### src/rtl/mem_port_arbiter.sv
// mem_port_arbiter: shares one single-port, registered-read data RAM between
// the D port (MEM stage) and the I port (fetch/debug loader). One request is
// latched at a time and walked through IDLE -> ISSUE -> WAIT -> RESP.
// Optional feature macro: MEM_ARB_ROUND_ROBIN_EN
//   undefined : fixed priority, D wins every tie
//   defined   : round-robin tie-break using a 1-bit last-grant register
module mem_port_arbiter #(
    parameter int unsigned ADDR_W  = 32,
    parameter int unsigned DATA_W  = 32,
    parameter int unsigned RAM_LAT = 1
) (
    input  logic              clk,
    input  logic              rst,
    // D port
    input  logic              d_req,
    input  logic              d_we,
    input  logic [ADDR_W-1:0] d_addr,
    input  logic [DATA_W-1:0] d_wdata,
    output logic [DATA_W-1:0] d_rdata,
    output logic              d_ack,
    // I port
    input  logic              i_req,
    input  logic              i_we,
    input  logic [ADDR_W-1:0] i_addr,
    input  logic [DATA_W-1:0] i_wdata,
    output logic [DATA_W-1:0] i_rdata,
    output logic              i_ack,
    // RAM side
    output logic [ADDR_W-1:0] ram_addr,
    output logic [DATA_W-1:0] ram_wdata,
    output logic              ram_r_en,
    output logic              ram_w_en,
    input  logic [DATA_W-1:0] ram_rdata,
    output logic              busy
);

    localparam int unsigned CNT_W = (RAM_LAT < 2) ? 1 : $clog2(RAM_LAT + 1);
    // Word alignment: the two byte-offset bits never reach the RAM.
    localparam logic [ADDR_W-1:0] ADDR_MASK = ~(ADDR_W'(3));
    localparam logic OWNER_D = 1'b0;
    localparam logic OWNER_I = 1'b1;

    typedef enum logic [1:0] {
        StIdle,
        StIssue,
        StWait,
        StResp
    } state_e;

    state_e              r_state;
    logic                r_owner;
    logic                r_we;
    logic [ADDR_W-1:0]   r_addr;
    logic [DATA_W-1:0]   r_wdata;
    logic [CNT_W-1:0]    r_cnt;
    logic [DATA_W-1:0]   r_rbuf;
    logic                r_ram_r_en;
    logic                r_ram_w_en;
    logic                r_d_ack;
    logic                r_i_ack;
`ifdef MEM_ARB_ROUND_ROBIN_EN
    logic                r_last_grant;
`endif

    logic                w_any_req;
    logic                w_grant_i;
    logic                w_we;
    logic [ADDR_W-1:0]   w_addr;
    logic [DATA_W-1:0]   w_wdata;

    // Pick the winning port for a request seen in IDLE (1 = I port).
    always_comb begin
        w_grant_i = OWNER_D;
`ifdef MEM_ARB_ROUND_ROBIN_EN
        if (d_req && i_req) begin
            w_grant_i = ~r_last_grant;
        end else begin
            w_grant_i = i_req;
        end
`else
        w_grant_i = i_req & ~d_req;
`endif
    end

    assign w_any_req = d_req | i_req;
    assign w_we      = w_grant_i ? i_we    : d_we;
    assign w_addr    = w_grant_i ? i_addr  : d_addr;
    assign w_wdata   = w_grant_i ? i_wdata : d_wdata;

    // Transaction FSM; enables and acks are registered so they line up with
    // the ISSUE and RESP states respectively.
    always_ff @(posedge clk or posedge rst) begin
        if (rst) begin
            r_state      <= StIdle;
            r_owner      <= OWNER_D;
            r_we         <= 1'b0;
            r_addr       <= '0;
            r_wdata      <= '0;
            r_cnt        <= '0;
            r_rbuf       <= '0;
            r_ram_r_en   <= 1'b0;
            r_ram_w_en   <= 1'b0;
            r_d_ack      <= 1'b0;
            r_i_ack      <= 1'b0;
`ifdef MEM_ARB_ROUND_ROBIN_EN
            r_last_grant <= OWNER_I;
`endif
        end else begin
            // Enables and acks are single-cycle pulses.
            r_ram_r_en <= 1'b0;
            r_ram_w_en <= 1'b0;
            r_d_ack    <= 1'b0;
            r_i_ack    <= 1'b0;
            unique case (r_state)
                StIdle: begin
                    if (w_any_req) begin
                        r_owner    <= w_grant_i;
                        r_we       <= w_we;
                        r_addr     <= w_addr & ADDR_MASK;
                        r_wdata    <= w_wdata;
                        r_ram_w_en <= w_we;
                        r_ram_r_en <= ~w_we;
`ifdef MEM_ARB_ROUND_ROBIN_EN
                        r_last_grant <= w_grant_i;
`endif
                        r_state    <= StIssue;
                    end
                end
                StIssue: begin
                    r_cnt   <= CNT_W'(RAM_LAT);
                    r_state <= StWait;
                end
                StWait: begin
                    r_cnt <= r_cnt - CNT_W'(1);
                    if (r_cnt == CNT_W'(1)) begin
                        r_rbuf  <= ram_rdata;
                        r_d_ack <= (r_owner == OWNER_D);
                        r_i_ack <= (r_owner == OWNER_I);
                        r_state <= StResp;
                    end
                end
                StResp: begin
                    // Requests are deliberately not sampled here.
                    r_state <= StIdle;
                end
                default: begin
                    r_state <= StIdle;
                end
            endcase
        end
    end

    assign ram_addr  = r_addr;
    assign ram_wdata = r_wdata;
    assign ram_r_en  = r_ram_r_en;
    assign ram_w_en  = r_ram_w_en;
    assign busy      = (r_state != StIdle);
    assign d_ack     = r_d_ack;
    assign i_ack     = r_i_ack;
    // Read data only shows while the matching ack is up, and never on writes.
    assign d_rdata   = (r_d_ack && !r_we) ? r_rbuf : '0;
    assign i_rdata   = (r_i_ack && !r_we) ? r_rbuf : '0;

endmodule

### config.mk
export PLATFORM = sky130hd
export DESIGN_NAME = mem_port_arbiter
export DESIGN_NICKNAME = d
export VERILOG_FILES = /design/src/rtl/mem_port_arbiter.sv
export SDC_FILE = /design/constraint.sdc
export NUM_CORES = 1
export LEC_CHECK = 0
export ABC_AREA = 1
export CORE_ASPECT_RATIO = 1.25
export CORE_MARGIN = 2
export CORE_UTILIZATION = 40
export CTS_BUF_LIST = sky130_fd_sc_hd__clkbuf_4
export DETAILED_ROUTE_END_ITERATION = 8
export PLACE_DENSITY = 0.84
export SLEW_MARGIN = 10
export SYNTH_ARGS = -nofsm -noshare
export SYNTH_HDL_FRONTEND = slang
export SYNTH_SLANG_ARGS = --single-unit
### constraint.sdc
create_clock -name clk -period 5.4 [get_ports clk]
set_input_delay 1.62 -clock clk [delete_from_list [all_inputs] [get_ports clk]]
set_output_delay 1.62 -clock clk [all_outputs]
set_load 0.02 [all_outputs]
; After elaboration in Yosys (flattened, before gate mapping)
; Index checks and enable logic that the tools add are counted.
[totals]
reg_bits = 103
in_bits = 166
wordCells = 48
[op_classes]
add_sub_neg = 1
eq_ne = 5
n_mux = 17
n_bitwise = 5
n_reduce_logical = 9
[op_table]
columns = op, count
row1 = 2-to-1 mux 32 bit, 4
row2 = 2-to-1 mux 1 bit, 9
row3 = case mux 2 bit (4 select lines), 1
row4 = AND reduction 2 bit, 3
row5 = equality test 2 bit (second input constant), 2
row6 = 2-to-1 mux 2 bit, 2
row7 = inequality test 2 bit (second input constant), 2
row8 = nonzero test 2 bit, 2
row9 = NOT 1 bit, 3
row10 = equality test 2 x 1 -> 1 bit (second input constant), 1
row11 = logical AND 1 bit, 2
row12 = zero test 2 bit, 1
row13 = case mux 1 bit (2 select lines), 1
row14 = AND 1 bit, 1
row15 = zero test 1 bit, 1
row16 = OR 1 bit, 1
row17 = subtractor 1 bit (second input constant), 1

; Depth between registers and ports, before layout
[depth]
ltp_word = 6
mapped_depth = 7
mapped_depth_nobuf = 6

; Worst setup path after synthesis
; Ideal clock, no wire load.
[synth_timing]
path_type = reg2out
start = reg r_d_ack, in the netlist d_ack
end = out d_rdata[10]
t_arrival_ns = 1.074
slack_ns = 2.706
path_stages_with_launch = 4
n_path_buf = 1
cell_sequence = dfrtp_1 -> nand2_1 -> clkbuf_1 -> nor2_1
[synth_between]
elab_chain_cells = 2
[synth_rtl]
columns = item, line_no
row1 = start: declaration, 59  ; logic r_d_ack;
row2 = start signal: assignment, 137  ; r_d_ack <= (r_owner == OWNER_D);
row3 = logical AND 1 bit, 161  ; assign d_rdata = (r_d_ack && !r_we) ? r_rbuf : '0;
row4 = 2-to-1 mux 32 bit, 161
row5 = end: declaration, 19  ; output logic [DATA_W-1:0] d_rdata,
; No other way between the ends.

; Worst setup path in the final report
[layout_timing]
start = reg r_we
end = out d_rdata[28]
[layout_between]
elab_chain_cells = 3
[layout_rtl]
columns = item, line_no
row1 = start: declaration, 52  ; logic r_we;
row2 = start signal: assignment, 118  ; r_we <= w_we;
row3 = zero test 1 bit, 161
row4 = logical AND 1 bit, 161
row5 = 2-to-1 mux 32 bit, 161
; No other way between the ends.

==> metrics.txt <==
Post-Synth Adder-Cell Area=0.00461; initial antenna violation count=1; total leakage power=4.52 nW; vias post-DR=5676; start-to-end type of the worst setup path=reg -> out; count of state elements after synthesis=103; largest family of logic cells by synthesized area=simple AND/OR/NAND/NOR gates; fraction of layout instances using a drive strength above 1=0.0293; postcts setup bufs=0; most frequent cells in the layout=291 x clkdlybuf4s50_1, 200 x nand2_1, 164 x inv_1; Max Clock Skew=20.7 ps; commonest non-fill, non-tap cell in the layout=clkdlybuf4s50_1; Levels on crit path=4; Final GP Congestion=0.846; buffer type at the clock tree root=clkbuf_4; worst min path class=reg -> reg; worst flop-to-flop path startpoint=r_state[1]; ratio of final minimum period to clock period=0.763; vias in the first global route=5438; placement-stage worst setup slack=1720 ps; Avg Inst Size Synth=6.90 sq um; TritonCTS clock tree=done; crit path cell chain=inv_1 > nand2_1 > nor2_1 > clkdlybuf4s50_1; Comb pwr share=0.558; count of input and output buffers=292; portion of netlist area occupied by mux cells=0; switching portion of total power=0.432; sort of element at the end of the critical path=primary output; last element of the critical path=d_rdata[28]; P per Cell Area=455 nW/um^2; Required @ worst endpoint=3780 ps; first-pass GRT wire length=26500 um; number of cells in the finished layout apart from fillers=1229; pin count of the biggest net entering global routing=64; CTS buffer count=9; top post-synthesis cells by area=dfrtp_1 47%, nand2_1 14%, nand3_1 12%; Max-cap violations=0; setup slack of the most critical reg-to-reg path=3190 ps; biggest area consumer among synthesized cells=dfrtp_1; clock slew at the register clock pins of the worst setup and hold paths=140 ps; overflow left after global routing=0; growth of design area from synthesis to finish=57.6%; crit path max fanout=32; total wire length after detailed routing=16800 um; Internal Dissipation=2.21 mW; Total GRT Usage=0.233; Achievable Freq=0.243 GHz; Placed Instances=1212; Buf+Inv Stages, Crit Path=2; outcome=finished, final reports clean; setup repair after global routing missed its margin=no; switching power of the nets=1.68 mW; number of clock sinks=103; finished layout cell area=8550 sq um; terminus of the critical flop-to-flop path=ram_wdata[7]; post-synthesis compound-gate area fraction=0.0332; Yosys warning count=0; clock power share=0.102; full die area=14500 sq um; hpwl dp=12300 um; sort of element at the start of the critical path=flip-flop; delay of the slowest critical-path stage=650 ps; worst slew pin tran=1040 ps; share of power burned in registers=0.340; core box area=13200 sq um; clock latency at the later pin of the worst-skew pair=460 ps; signal arrival time at the worst endpoint=2500 ps; worst vdd ir=0.279 mV; number of distinct library cells after synthesis=18; number of gates resized after CTS=0; Starting Density=0.410; Mapped Area=5430 sq um; portion of the post-synthesis area used by sequential elements=0.475; family with the most delay on the worst path=simple AND/OR/NAND/NOR gates; final routed wire length divided by cell count=13.7 um; horizontal die dimension=108 um; number of standard cells after synthesis=787; portion of synthesized cell area occupied by the leading cell type=0.475; hold violation count in the final report=0; cell depth of the worst flop-to-flop path=7; CP max stage cell=clkdlybuf4s50_1; headroom to the max-slew limit=0.304; sequential standard cell area=2580 sq um; post-cts hold buffer count=0; worst setup slack after layout=1280 ps; Vias/cell=4.62; placed cell area=8420 sq um; DRT Pass-1 Iters=4; floorplan die height=134 um; total number of placement rows=47; drc violations=0; maximum root-to-sink buffer count=2; crit path from=r_we; min cycle time layout=4120 ps; number of nets with antenna violations after routing=0; Filler cells=1195; drt first-iter violations=257; basic-gate share of the synthesized area counting and, or, nand and nor cells=0.330; final count of negative-setup-slack endpoints=0; Setup Total Neg Slack=0 ps; I/O pins=299; area used by multi-input combinational logic=2020 sq um; count of H-tree levels built during CTS=3; final-stage net count=1220; max-slew violation total from the final report=0; XOR/XNOR share of the synthesized area=0
[cell usage after synthesis, drive strengths merged]
master and count:
nand2 202, inv 167, nand3 128, dfrtp 103, nor2 100, buf 34, a21oi 33, clkbuf 13
o21ai 3, ha 2, conb 1, or2 1
[cell type report]
cell class	instances	share of cell area
timing repair buffer	300	0.348
sequential	103	0.301
multi-input combinational	471	0.236
inverter	167	0.0736
tap	171	0.0250
clock buffer	9	0.00790
clock inverter	7	0.00746
antenna	1	0.000293
[power by group through the flow]
stage          logic [mW]  clock network, mW  registers (mW)
2_1_floorplan       0.908                  0            1.61
3_3_place_gp         2.15                  0            1.32
3_5_place_dp         2.19                  0            1.33
4_1_cts              2.20              0.413            1.32
5_1_grt              2.37              0.440            1.37
6_report             2.17              0.398            1.32
[kinds of logic after synthesis]
kind of cell    count (synthesis)
simple gates                  431
buf+inv                       214
flops                         103
compound gates                 36
fa+ha+maj                       2
other cells                     1
[state kept, by name, summed over array words and instances, names as in the netlist]
| name | cells |
|---|---|
| ram_wdata | 32 |
| r_rbuf | 32 |
| ram_r_en | 1 |
| i_ack | 1 |
| r_owner | 1 |
| d_ack | 1 |
| r_cnt | 1 |
| ram_w_en | 1 |
| r_state | 2 |
| ram_addr | 30 |
| r_we | 1 |
[metrics by stage]
| step | hold slack, ps | util | power, mW |
|---|---|---|---|
| 4_1_cts | 479 | 0.646 | 3.93 |
| 6_report | 479 | 0.646 | 3.89 |
| 3_5_place_dp | 445 | 0.636 | 3.53 |
| 3_3_place_gp | 443 | 0.636 | 3.46 |
| 2_1_floorplan | 426 | - | 2.52 |
| 5_1_grt | 496 | 0.646 | 4.17 |
[worst reg2reg max path, cell delays in order, from the launching register on]
cell and delay, ps:
dfrtp_1 430, inv_1 70, ha_1 260, inv_2 100, nor2_4 540, buf_4 510, nand3_1 170, nand2_1 90
[layer usage]
metal	share of wire	track usage	vias up	wire, um
met2	0.51	0.418	221	8640
met4	0.028	0.0883	0	473
met3	0.077	0.0607	33	1300
met1	0.38	0.261	2571	6410
li1	-	-	2851	-
met5	0	0	-	0
[how the worst min path moves through the flow]
| stage | start | end | slack [ps] | cells past startpoint |
|---|---|---|---|---|
| 2_1_floorplan | r_owner | d_ack | 430 | 1 |
| 3_3_place_gp | r_owner | d_ack | 440 | 1 |
| 3_5_place_dp | r_owner | d_ack | 450 | 1 |
| 4_1_cts | r_owner | d_ack | 480 | 1 |
| 5_1_grt | r_owner | d_ack | 500 | 1 |
| 6_report | r_owner | d_ack | 480 | 1 |
Note: power is estimated with default switching activity, not from simulation.
